## config.mk

```make
export PLATFORM = sky130hd
export DESIGN_NAME = pipe_scoreboard
export DESIGN_NICKNAME = d
export VERILOG_FILES = /design/src/rtl/pipe_scoreboard.sv
export SDC_FILE = /design/constraint.sdc
export NUM_CORES = 1
export LEC_CHECK = 0
export CORE_ASPECT_RATIO = 1.25
export CORE_UTILIZATION = 30
export CTS_CLUSTER_DIAMETER = 200
export CTS_CLUSTER_SIZE = 40
export DETAILED_ROUTE_END_ITERATION = 10
export PLACE_DENSITY = 0.61
export SLEW_MARGIN = 10
export SYNTH_ARGS = -nofsm -noshare
export SYNTH_HDL_FRONTEND = slang
export SYNTH_SLANG_ARGS = --single-unit
```

## constraint.sdc

```tcl
create_clock -name clk -period 1.9 [get_ports clk]
set_input_delay 0.38 -clock clk [delete_from_list [all_inputs] [get_ports clk]]
set_output_delay 0.38 -clock clk [all_outputs]
set_load 0.005 [all_outputs]
```

## src/rtl/pipe_scoreboard.sv

```systemverilog
// pipe_scoreboard: in-order pipeline scoreboard from EX to write-back.
// Tracks every issued instruction in a STAGES-deep shift register. From that
// state it derives the load-use interlock for the ID instruction, forwarding
// selects for the EX instruction, and the retiring register write.
// Optional feature: define PIPE_SB_PERF_EN to build the saturating
// issue/hazard performance counters; otherwise both outputs are tied to 0.
module pipe_scoreboard #(
   parameter int STAGES       = 3,
   parameter int NREGS        = 16,
   parameter int AW           = $clog2(NREGS),
   parameter int SW           = $clog2(STAGES),
   parameter int LD_FWD_STAGE = 2,
   parameter int FLUSH_DEPTH  = 1
) (
   input  logic          clk,
   input  logic          rst,
   input  logic          issue_valid,
   input  logic [AW-1:0] issue_rs,
   input  logic [AW-1:0] issue_rt,
   input  logic          issue_rs_re,
   input  logic          issue_rt_re,
   input  logic          issue_we,
   input  logic [AW-1:0] issue_rd,
   input  logic          issue_ld,
   input  logic          mem_stall,
   input  logic          flush,
   output logic          issue_ready,
   output logic [SW-1:0] fwd_rs,
   output logic [SW-1:0] fwd_rt,
   output logic          wb_valid,
   output logic [AW-1:0] wb_rd,
   output logic          busy,
   output logic [15:0]   perf_issue,
   output logic [15:0]   perf_hazard
);

   typedef struct packed {
      logic          valid;
      logic          we;
      logic [AW-1:0] rd;
      logic          ld;
      logic [AW-1:0] rs;
      logic [AW-1:0] rt;
      logic          rs_re;
      logic          rt_re;
   } entry_t;

   entry_t pipe_q [STAGES];
   entry_t pipe_d [STAGES];
   entry_t killed [STAGES];
   entry_t new_entry;

   logic hazard;
   logic hazard_rs, hazard_rt;
   logic found_rs, found_rt;
   logic fwd_found_rs, fwd_found_rt;
   logic accept;

   // Load-use interlock: only the youngest writer of each source counts.
   // NOTE: every always_comb output gets a default before any branch, otherwise a latch is inferred.
   always_comb begin
      hazard_rs = 1'b0;
      hazard_rt = 1'b0;
      found_rs  = 1'b0;
      found_rt  = 1'b0;
      for (int i = 0; i < STAGES; i++) begin
         if (!found_rs && pipe_q[i].valid && pipe_q[i].we && pipe_q[i].rd == issue_rs) begin
            found_rs  = 1'b1;
            hazard_rs = pipe_q[i].ld && (i + 1 < LD_FWD_STAGE);
         end
         if (!found_rt && pipe_q[i].valid && pipe_q[i].we && pipe_q[i].rd == issue_rt) begin
            found_rt  = 1'b1;
            hazard_rt = pipe_q[i].ld && (i + 1 < LD_FWD_STAGE);
         end
      end
      hazard = (issue_rs_re && issue_rs != '0 && hazard_rs) ||
               (issue_rt_re && issue_rt != '0 && hazard_rt);
   end

   assign issue_ready = !hazard && !mem_stall && !flush;
   assign accept      = issue_valid && issue_ready;

   always_comb begin
      new_entry       = '0;
      new_entry.valid = 1'b1;
      new_entry.we    = issue_we;
      new_entry.rd    = issue_rd;
      new_entry.ld    = issue_ld;
      new_entry.rs    = issue_rs;
      new_entry.rt    = issue_rt;
      new_entry.rs_re = issue_rs_re;
      new_entry.rt_re = issue_rt_re;
   end

   // Forwarding selects for the EX instruction: nearest older producer wins.
   always_comb begin
      fwd_rs       = '0;
      fwd_rt       = '0;
      fwd_found_rs = 1'b0;
      fwd_found_rt = 1'b0;
      for (int j = 1; j < STAGES; j++) begin
         if (!fwd_found_rs && pipe_q[j].valid && pipe_q[j].we && pipe_q[j].rd == pipe_q[0].rs) begin
            fwd_found_rs = 1'b1;
            fwd_rs       = SW'(j);
         end
         if (!fwd_found_rt && pipe_q[j].valid && pipe_q[j].we && pipe_q[j].rd == pipe_q[0].rt) begin
            fwd_found_rt = 1'b1;
            fwd_rt       = SW'(j);
         end
      end
      if (!(pipe_q[0].valid && pipe_q[0].rs_re && pipe_q[0].rs != '0)) fwd_rs = '0;
      if (!(pipe_q[0].valid && pipe_q[0].rt_re && pipe_q[0].rt != '0)) fwd_rt = '0;
   end

   // Next pipeline state: kill the wrong-path youngest entries, then shift unless stalled.
   always_comb begin
      killed = pipe_q;
      if (flush) begin
         for (int i = 0; i < FLUSH_DEPTH && i < STAGES; i++) killed[i] = '0;
      end
      pipe_d = killed;
      if (!mem_stall) begin
         for (int i = STAGES - 1; i > 0; i--) pipe_d[i] = killed[i-1];
         pipe_d[0] = accept ? new_entry : '0;
      end
   end

   // Pipeline state register; reset discards every in-flight entry.
   // NOTE: sequential state uses non-blocking assignments so all flops update from pre-edge values.
   always_ff @(posedge clk) begin
      if (rst) begin
         for (int i = 0; i < STAGES; i++) pipe_q[i] <= '0;
      end else begin
         pipe_q <= pipe_d;
      end
   end

   assign wb_valid = pipe_q[STAGES-1].valid && pipe_q[STAGES-1].we && !mem_stall;
   assign wb_rd    = pipe_q[STAGES-1].rd;

   // Occupancy: any valid entry anywhere in the tracked stages.
   always_comb begin
      busy = 1'b0;
      for (int i = 0; i < STAGES; i++) busy = busy | pipe_q[i].valid;
   end

`ifdef PIPE_SB_PERF_EN
   logic [15:0] issue_cnt;
   logic [15:0] hazard_cnt;

   // Saturating issue and hazard-stall counters.
   always_ff @(posedge clk) begin
      if (rst) begin
         issue_cnt  <= '0;
         hazard_cnt <= '0;
      end else begin
         if (accept && issue_cnt != 16'hFFFF) issue_cnt <= issue_cnt + 16'd1;
         if (issue_valid && hazard && !mem_stall && !flush && hazard_cnt != 16'hFFFF)
            hazard_cnt <= hazard_cnt + 16'd1;
      end
   end

   assign perf_issue  = issue_cnt;
   assign perf_hazard = hazard_cnt;
`else
   assign perf_issue  = '0;
   assign perf_hazard = '0;
`endif

endmodule

```

==> Flow_metrics.wiki, run 1 <==
{| class="wikitable"
! Metric !! Value
|-
| Status || complete, but fails checks
|-
| Violations in the final reports || negative setup slack
|-
| Count of final hold-check violations || 0
|-
| Core Area || 5152 um^2
|-
| Synthesized area divided by synthesized cell count || 9.277 um^2
|-
| Overall overflow remaining after global route || 0
|-
| Seq. cell area || 604.3 um^2
|-
| Count of fill cells added during filler insertion || 491
|-
| Pre-Repair DR Iteration Count || 4
|-
| Antenna cell count || 0
|-
| Count of final setup violators || 3
|-
| Largest net degree at the start of global routing || 19
|-
| Synth top cells by count || 36 x sky130_fd_sc_hd__buf_4, 29 x sky130_fd_sc_hd__dfxtp_1, 16 x sky130_fd_sc_hd__a22o_2, 16 x sky130_fd_sc_hd__nor2_1, 16 x sky130_fd_sc_hd__xnor2_1
|-
| Clock buffer depth || 2
|-
| Post-detailed-routing wire length || 4.241 mm
|-
| Worst slew margin relative to its limit || 0.5702
|-
| Hpwl dp || ~2.9 mm
|-
| Clock transition at path regs || 0.06 ns
|-
| R2R cell count || 7
|-
| Max-slew violation count || 0
|-
| Final Instance Count excl. Fillers || ~310
|-
| Number of instances in the placed design || 292
|-
| Min setup slack post-route || -0.1479 ns
|-
| Initial antenna violation count || 0
|-
| Number of stages on the worst hold path || 2
|-
| Pleak || 1.100 nW
|-
| Setup slack of the worst register-to-register path || 0.06 ns
|-
| Register area share after synthesis || 0.3556
|-
| CP Data Required Time || 1.52 ns
|-
| Floorplan die height || 84.49 um
|-
| Crit. End Element || output port
|-
| Root buffer cell || sky130_fd_sc_hd__clkbuf_8
|-
| Critical path peak fanout || 3
|-
| Path class of the lowest-slack min-delay path || reg -> reg
|-
| Yosys warns || 0
|-
| Sw Ratio || 0.2652
|-
| Worst R2R End || pipe_q[41]
|-
| Worst Hold Path EP || killed[15]
|-
| Max IR drop VDD || 0.0002650 V
|-
| Total I/O pin count || 64
|-
| Critical path type || reg -> out
|-
| Number of vias per cell || 4.516
|-
| Post-synthesis register bit count || 29
|-
| Unrepaired setup endpoints after global routing || yes
|-
| Vias in the first global route || 1,268
|-
| Min Tclk post-route || 2.048 ns
|-
| Distinct cell type count of the synthesized netlist || 26
|-
| Final #Nets || 266
|-
| Worst Max-Slew Pin Slew || 0.6447 ns
|-
| Area after DPL || ~2100 um^2
|-
| Int Pwr || 0.9646 mW
|-
| Top-count cell post-synth || sky130_fd_sc_hd__buf_4
|-
| Count of max-cap constraint violations || 0
|-
| Synth Instances || 176
|-
| Reg power frac || 0.478
|-
| Number of enable flip-flop cells after synthesis || 0
|-
| Area share of the largest cell type after synthesis || 0.3556
|-
| Violation count after the first detailed-routing iteration || 34
|-
| FFs w/ async S/R, synth || 0
|-
| Die X || 67.99 um
|-
| Global-route wire length before repair || ~6.4 mm
|-
| Via count || 1,391
|-
| Top cells by area in the synthesized netlist || sky130_fd_sc_hd__dfxtp_1 36%, sky130_fd_sc_hd__buf_4 17%, sky130_fd_sc_hd__a22o_2 9.8%
|-
| Number of sinks handled by clock tree synthesis || 29
|-
| Most area-hungry cell type in the Yosys netlist || sky130_fd_sc_hd__dfxtp_1
|-
| Startpoint kind of the worst setup timing path || flop
|-
| Full die area || 5744 um^2
|-
| Post-route ant nets || 0
|-
| Total net switching power || 0.3482 mW
|-
| Global placement routability congestion || 0.8378
|-
| Syn-to-layout area delta || 49.81%
|-
| Cell area after synthesis || between 1500 and 2000 um^2
|-
| Routed len/inst || 13.77 um
|-
| Clock network fraction of total power || 0.382
|-
| Overall track demand over capacity in global routing || 0.1533
|-
| Min-delay src || killed[15]
|-
| Arrival time at the worst endpoint || ~1.7 ns
|-
| Final routed DRC violation total || 0
|-
| Number of buffers created by CTS || 5
|-
| Cells along the critical path || buf_6 > xor2_1 > or4_4 > nor4_4 > buf_2
|-
| Hold Buf Count CTS || 0
|-
| Layout cells sized above 1 || 0.4431
|-
| Maximum achievable frequency || 0.4883 GHz
|-
| Clock latency on the worst-skew pair || 0.28 ns
|-
| Portion of total power attributed to combinational logic || 0.140
|-
| Effective utilization at floorplan || 0.3169
|-
| Clock skew after layout || 0.0009470 ns
|-
| Delay contributed by the slowest stage of the critical path || 0.52 ns
|-
| Count of buffers from port buffering || 31
|-
| TritonCTS clock tree || yes
|-
| Final instance area || 2446 um^2
|-
| Flip-flop cell with the highest count after synthesis || sky130_fd_sc_hd__dfxtp_1
|-
| H-tree depth reported by CTS || 2
|-
| Power density over the cells || 536.7 nW/um^2
|-
| Tcrit/Tclk final || 1.078
|-
| RR Startpoint || pipe_q[47]
|-
| Slowest stage cell, crit path || sky130_fd_sc_hd__or4_4
|-
| # rows || 29
|-
| Area used by multi-input combinational logic || 1049 um^2
|}
cells in the final DEF, fill, tap and decap left out, drive strengths merged, types with 2 or more instances in the layout:
cell / n
nor4: 6
conb: 32
clkbuf: 6
clkdlybuf4s50: 18
buf: 47
clkinv: 2
nand4: 2
nor3: 3
nand3: 4
xor2: 8
a21oi: 6
nand2: 5
o41ai: 2
mux2i: 6
dfxtp: 29
nor3b: 6
or4: 2
a22o: 16
dlygate4sd2: 7
nor2: 16
xnor2: 16
repair_timing:
action	in CTS	in global routing
pin swaps	10	9
setup buffers	6	3
gates cloned	0	0
resized for setup	43	34
setup endpoints to repair	24	22
worst max-delay path: cells and delay by family, from the launching register on:
family        cells  cell delay, ns
xor+xnor          1            0.13
buf+inv           2            0.27
flops             1            0.32
simple gates      2            0.66
layer usage:
metal | share of wire | global-route usage | vias to the layer above | wire (um)
met5 | 0 | 0 | - | 0
met4 | 0.018 | 0.07197 | 0 | 78
met3 | 0.047 | 0.03533 | 8 | 198
met2 | 0.52 | 0.2469 | 49 | 2198
met1 | 0.42 | 0.1870 | 650 | 1766
li1 | - | - | 684 | -
stage by stage:
step	util	hold slack, ns	TNS (ns)	worst slack, ns	power [mW]
final	0.4747	0.5017	-0.2881	-0.1479	1.313
after floorplan	-	0.4488	0	0.2251	0.7576
after detailed placement	0.4092	0.4663	-12.72	-0.6867	0.7980
after global routing	0.4747	0.5230	-0.6688	-0.1944	1.364
after CTS	0.4463	0.4835	-0.5696	-0.2672	1.304
after global placement	0.4092	0.4652	-12.88	-0.6928	0.7975
power by group through the flow:
stage / sequential (mW) / combinational, mW / clock (mW)
3_3_place_gp: 0.639 / 0.159 / 0
5_1_grt: 0.629 / 0.200 / 0.535
4_1_cts: 0.627 / 0.164 / 0.513
3_5_place_dp: 0.639 / 0.159 / 0
6_report: 0.628 / 0.183 / 0.501
2_1_floorplan: 0.639 / 0.119 / 0
logic make-up (layout without fill, tap and decap cells):
kind of cell,count (synthesis),count (layout),share of synthesized area
and+or+nand+nor,48,48,0.1579
AOI/OAI and AO/OA,25,25,0.1326
DFF,29,29,0.3556
buffers and inverters,43,82,0.1862
muxes,6,6,0.03678
other,1,32,0.002297
xor gates and xnor gates,24,24,0.1287
final cells by class:
cell class / instances / area share
multi-input combinational: 135 / 0.4286
clock buffer: 5 / 0.02813
tap: 62 / 0.03171
clock inverter: 3 / 0.007161
timing repair buffer: 74 / 0.2573
sequential: 29 / 0.2471
how the worst max path moves through the flow:
| stage | startpoint | end | cells after the start |
|---|---|---|---|
| after floorplan | pipe_q[42] | fwd_rs[1] | 4 |
| after global placement | issue_rs[2] | issue_ready | 5 |
| after detailed placement | issue_rs[2] | pipe_q[41] | 5 |
| after CTS | issue_rs[2] | issue_ready | 5 |
| after global routing | pipe_q[40] | fwd_rs[1] | 5 |
| final | pipe_q[40] | fwd_rs[1] | 5 |
registers in the layout, summed over array words and instances (netlist names):
signal / cells
killed: 8
pipe_q: 17
wb_rd: 4
Note: power is estimated with default switching activity, not from simulation.
==> run 2, diff against run 1 <==
--- a/config.mk
+++ b/config.mk
@@ -10,6 +10,7 @@
 export CTS_CLUSTER_DIAMETER = 200
 export CTS_CLUSTER_SIZE = 40
 export DETAILED_ROUTE_END_ITERATION = 10
+export GPL_TIMING_DRIVEN = 0
 export PLACE_DENSITY = 0.61
 export SLEW_MARGIN = 10
 export SYNTH_ARGS = -nofsm -noshare
==> Flow_metrics.wiki, run 2 (same netlist as run 1, synthesis figures left out) <==
{| class="wikitable"
! Metric !! Value
|-
| Crit. End Element || output port
|-
| Hpwl dp || 2.839 mm (-1.3%)
|-
| Min Tclk post-route || 2.041 ns (-0.007295 ns)
|-
| Final routed DRC violation total || 0 (unchanged)
|-
| Count of fill cells added during filler insertion || 491 (unchanged)
|-
| Final core utilization || 0.4976 (+0.02283)
|-
| Worst setup slack before clock tree synthesis || -0.7012 ns (-0.01453 ns)
|-
| Count of final hold-check violations || 0 (unchanged)
|-
| Root buffer cell || sky130_fd_sc_hd__clkbuf_8
|-
| Syn-to-layout area delta || 57.01%
|-
| R2R cell count || 7 (unchanged)
|-
| Commonest non-fill, non-tap cell in the layout || sky130_fd_sc_hd__buf_4
|-
| Via count || 1,409 (+1.3%)
|-
| Path class of the lowest-slack min-delay path || in -> reg
|-
| Min-delay src || issue_rs[2]
|-
| Critical Path End || fwd_rs[1]
|-
| Clock latency on the worst-skew pair || 0.29 ns (about the same)
|-
| Tcrit/Tclk final || 1.074 (-0.003839)
|-
| Number of vias per cell || 4.431 (-1.9%)
|-
| Most used cells in the layout excluding fill and tap cells || 44 x sky130_fd_sc_hd__buf_4, 32 x sky130_fd_sc_hd__conb_1, 16 x sky130_fd_sc_hd__nor2_1, 16 x sky130_fd_sc_hd__a22o_2, 13 x sky130_fd_sc_hd__clkdlybuf4s50_1
|-
| Floorplan die height || 84.49 um (unchanged)
|-
| Routed len/inst || 13.03 um (-5.4%)
|-
| Clock skew after layout || 0.005524 ns (+0.004577 ns)
|-
| Setup slack of the worst register-to-register path || 0.12 ns (+0.06 ns)
|-
| RR Startpoint || pipe_q[47]
|-
| Violation count after the first detailed-routing iteration || 36 (+5.9%)
|-
| Final #Nets || 276 (+3.8%)
|-
| Core Area || 5152 um^2 (unchanged)
|-
| Hold Buf Count CTS || 0 (unchanged)
|-
| Overall overflow remaining after global route || 0 (unchanged)
|-
| Vias in the first global route || 1,303 (+2.8%)
|-
| Number of stages on the worst hold path || 2 (unchanged)
|-
| Count of final setup violators || 3 (unchanged)
|-
| Largest net degree at the start of global routing || 11 (-8)
|-
| Pre-Repair DR Iteration Count || 4 (unchanged)
|-
| Arrival time at the worst endpoint || 1.66 ns (about the same)
|-
| Unrepaired setup endpoints after global routing || yes
|-
| Startpoint kind of the worst setup timing path || flop
|-
| Worst R2R End || pipe_q[41]
|-
| Maximum achievable frequency || 0.4901 GHz (+0.36%)
|-
| Count of buffers from port buffering || 30 (-3.2%)
|-
| Effective utilization at floorplan || 0.3169 (unchanged)
|-
| Post-route ant nets || 0 (unchanged)
|-
| Origin of the worst setup path || pipe_q[41]
|-
| Max FFs per register || 17 (unchanged)
|-
| Power density over the cells || 549.4 nW/um^2 (+2.4%)
|-
| Overall track demand over capacity in global routing || 0.1541 (+0.0008541)
|-
| Max IR drop VDD || 0.0003120 V (+18%)
|-
| Global placement routability congestion || 0.7938 (-5.3%)
|-
| Violations in the final reports || negative setup slack
|-
| Layout cells sized above 1 || 0.4805 (+0.03738)
|-
| Global-route wire length before repair || 6.389 mm (+0.55%)
|-
| Critical path peak fanout || 3 (unchanged)
|-
| Worst slew margin relative to its limit || 0.6135 (+0.04330)
|-
| Antenna cell count || 0 (unchanged)
|-
| Clock transition at path regs || 0.06 ns (about the same)
|-
| Status || complete, but fails checks
|-
| Critical path type || reg -> out
|-
| Count of max-cap constraint violations || 0 (unchanged)
|-
| Full die area || 5744 um^2 (unchanged)
|-
| TritonCTS clock tree || yes
|-
| # rows || 29 (unchanged)
|-
| Number of buffers created by CTS || 5 (unchanged)
|-
| Worst Max-Slew Pin Slew || 0.5798 ns (-0.06495 ns)
|-
| Die X || 67.99 um (unchanged)
|-
| Pleak || 1.175 nW (+6.8%)
|-
| Max-slew violation count || 0 (unchanged)
|-
| CP Data Required Time || 1.52 ns (about the same)
|-
| Clock buffer depth || 2 (unchanged)
|-
| Register ranked first by flip-flop count || pipe_q
|-
| Min setup slack post-route || -0.1406 ns (+0.007295 ns)
|-
| Total I/O pin count || 64 (unchanged)
|-
| Number of sinks handled by clock tree synthesis || 29 (unchanged)
|-
| Post-detailed-routing wire length || 4.142 mm (-2.3%)
|-
| H-tree depth reported by CTS || 2 (unchanged)
|-
| Initial antenna violation count || 0 (unchanged)
|}
==> run 2: changes by cell type in the layout (fill, tap and decap cells not counted), moves of 5 or more <==
cell | before | now
sky130_fd_sc_hd__buf_4 | 38 | 44
sky130_fd_sc_hd__clkdlybuf4s50_1 | 18 | 13
sky130_fd_sc_hd__dfxtp_2 | 13 | 6
sky130_fd_sc_hd__dfxtp_4 | 2 | 12
==> run 2: critical path, cell delays in order, from the launching register on <==
cell                      delay [ns]
sky130_fd_sc_hd__dfxtp_4        0.36
sky130_fd_sc_hd__buf_6          0.12
sky130_fd_sc_hd__xor2_1         0.13
sky130_fd_sc_hd__or4_4          0.50
sky130_fd_sc_hd__nor4_4         0.13
sky130_fd_sc_hd__buf_2          0.14
==> run 2: how the worst min path moves through the flow <==
stage	endpoint	slack, ns
floorplan	pipe_q[34]	0.45
global placement	pipe_q[44]	0.47
detailed placement	pipe_q[34]	0.46
CTS	pipe_q[34]	0.48
global route	pipe_q[42]	0.49
finish	pipe_q[42]	0.48
==> run 2: routing by layer <==
metal  vias up  wire length (um)  track usage
li1        702                 -            -
met1       645              1657       0.1739
met2        50              2118       0.2496
met3        12               257      0.05027
met4         0               108      0.08144
met5         -                 0            0
==> run 2: layout make-up <==
cell class,instances,area [um^2],share of cell area
timing repair buffer,41,364.1,0.1420
buffer,43,315.3,0.1230
clock buffer,7,96.34,0.03758
clock inverter,1,5.005,0.001952
sequential,29,633.1,0.2469
multi-input combinational,135,1072,0.4183
tap,62,77.57,0.03026
==> run 2: power breakdown <==
part	switching, mW	internal (mW)	total (mW)
clock	0.245	0.327	0.571
sequential	0.0160	0.604	0.620
combinational	0.0899	0.127	0.217
total	0.350	1.06	1.41
==> run 2: metrics by stage <==
| stage | setup TNS, ns | hold WS [ns] | power [mW] | instance area, um^2 | cells |
|---|---|---|---|---|---|
| detailed placement | -8.627 | 0.4597 | 0.8245 | 2127 | 299 |
| CTS | -0.3318 | 0.4821 | 1.411 | 2512 | 317 |
| floorplan | 0 | 0.4488 | 0.7576 | 1749 | 207 |
| finish | -0.1785 | 0.4760 | 1.408 | 2564 | 318 |
| global placement | -8.527 | 0.4652 | 0.8244 | 2127 | 299 |
| global route | -0.5296 | 0.4871 | 1.459 | 2564 | 318 |
==> run 2: timing repair <==
| action | 4_1_cts | 5_1_grt |
|---|---|---|
| setup buffers | 10 | 2 |
| endpoints found under the setup margin | 23 | 15 |
| pin swaps | 12 | 12 |
| resized for setup | 82 | 21 |
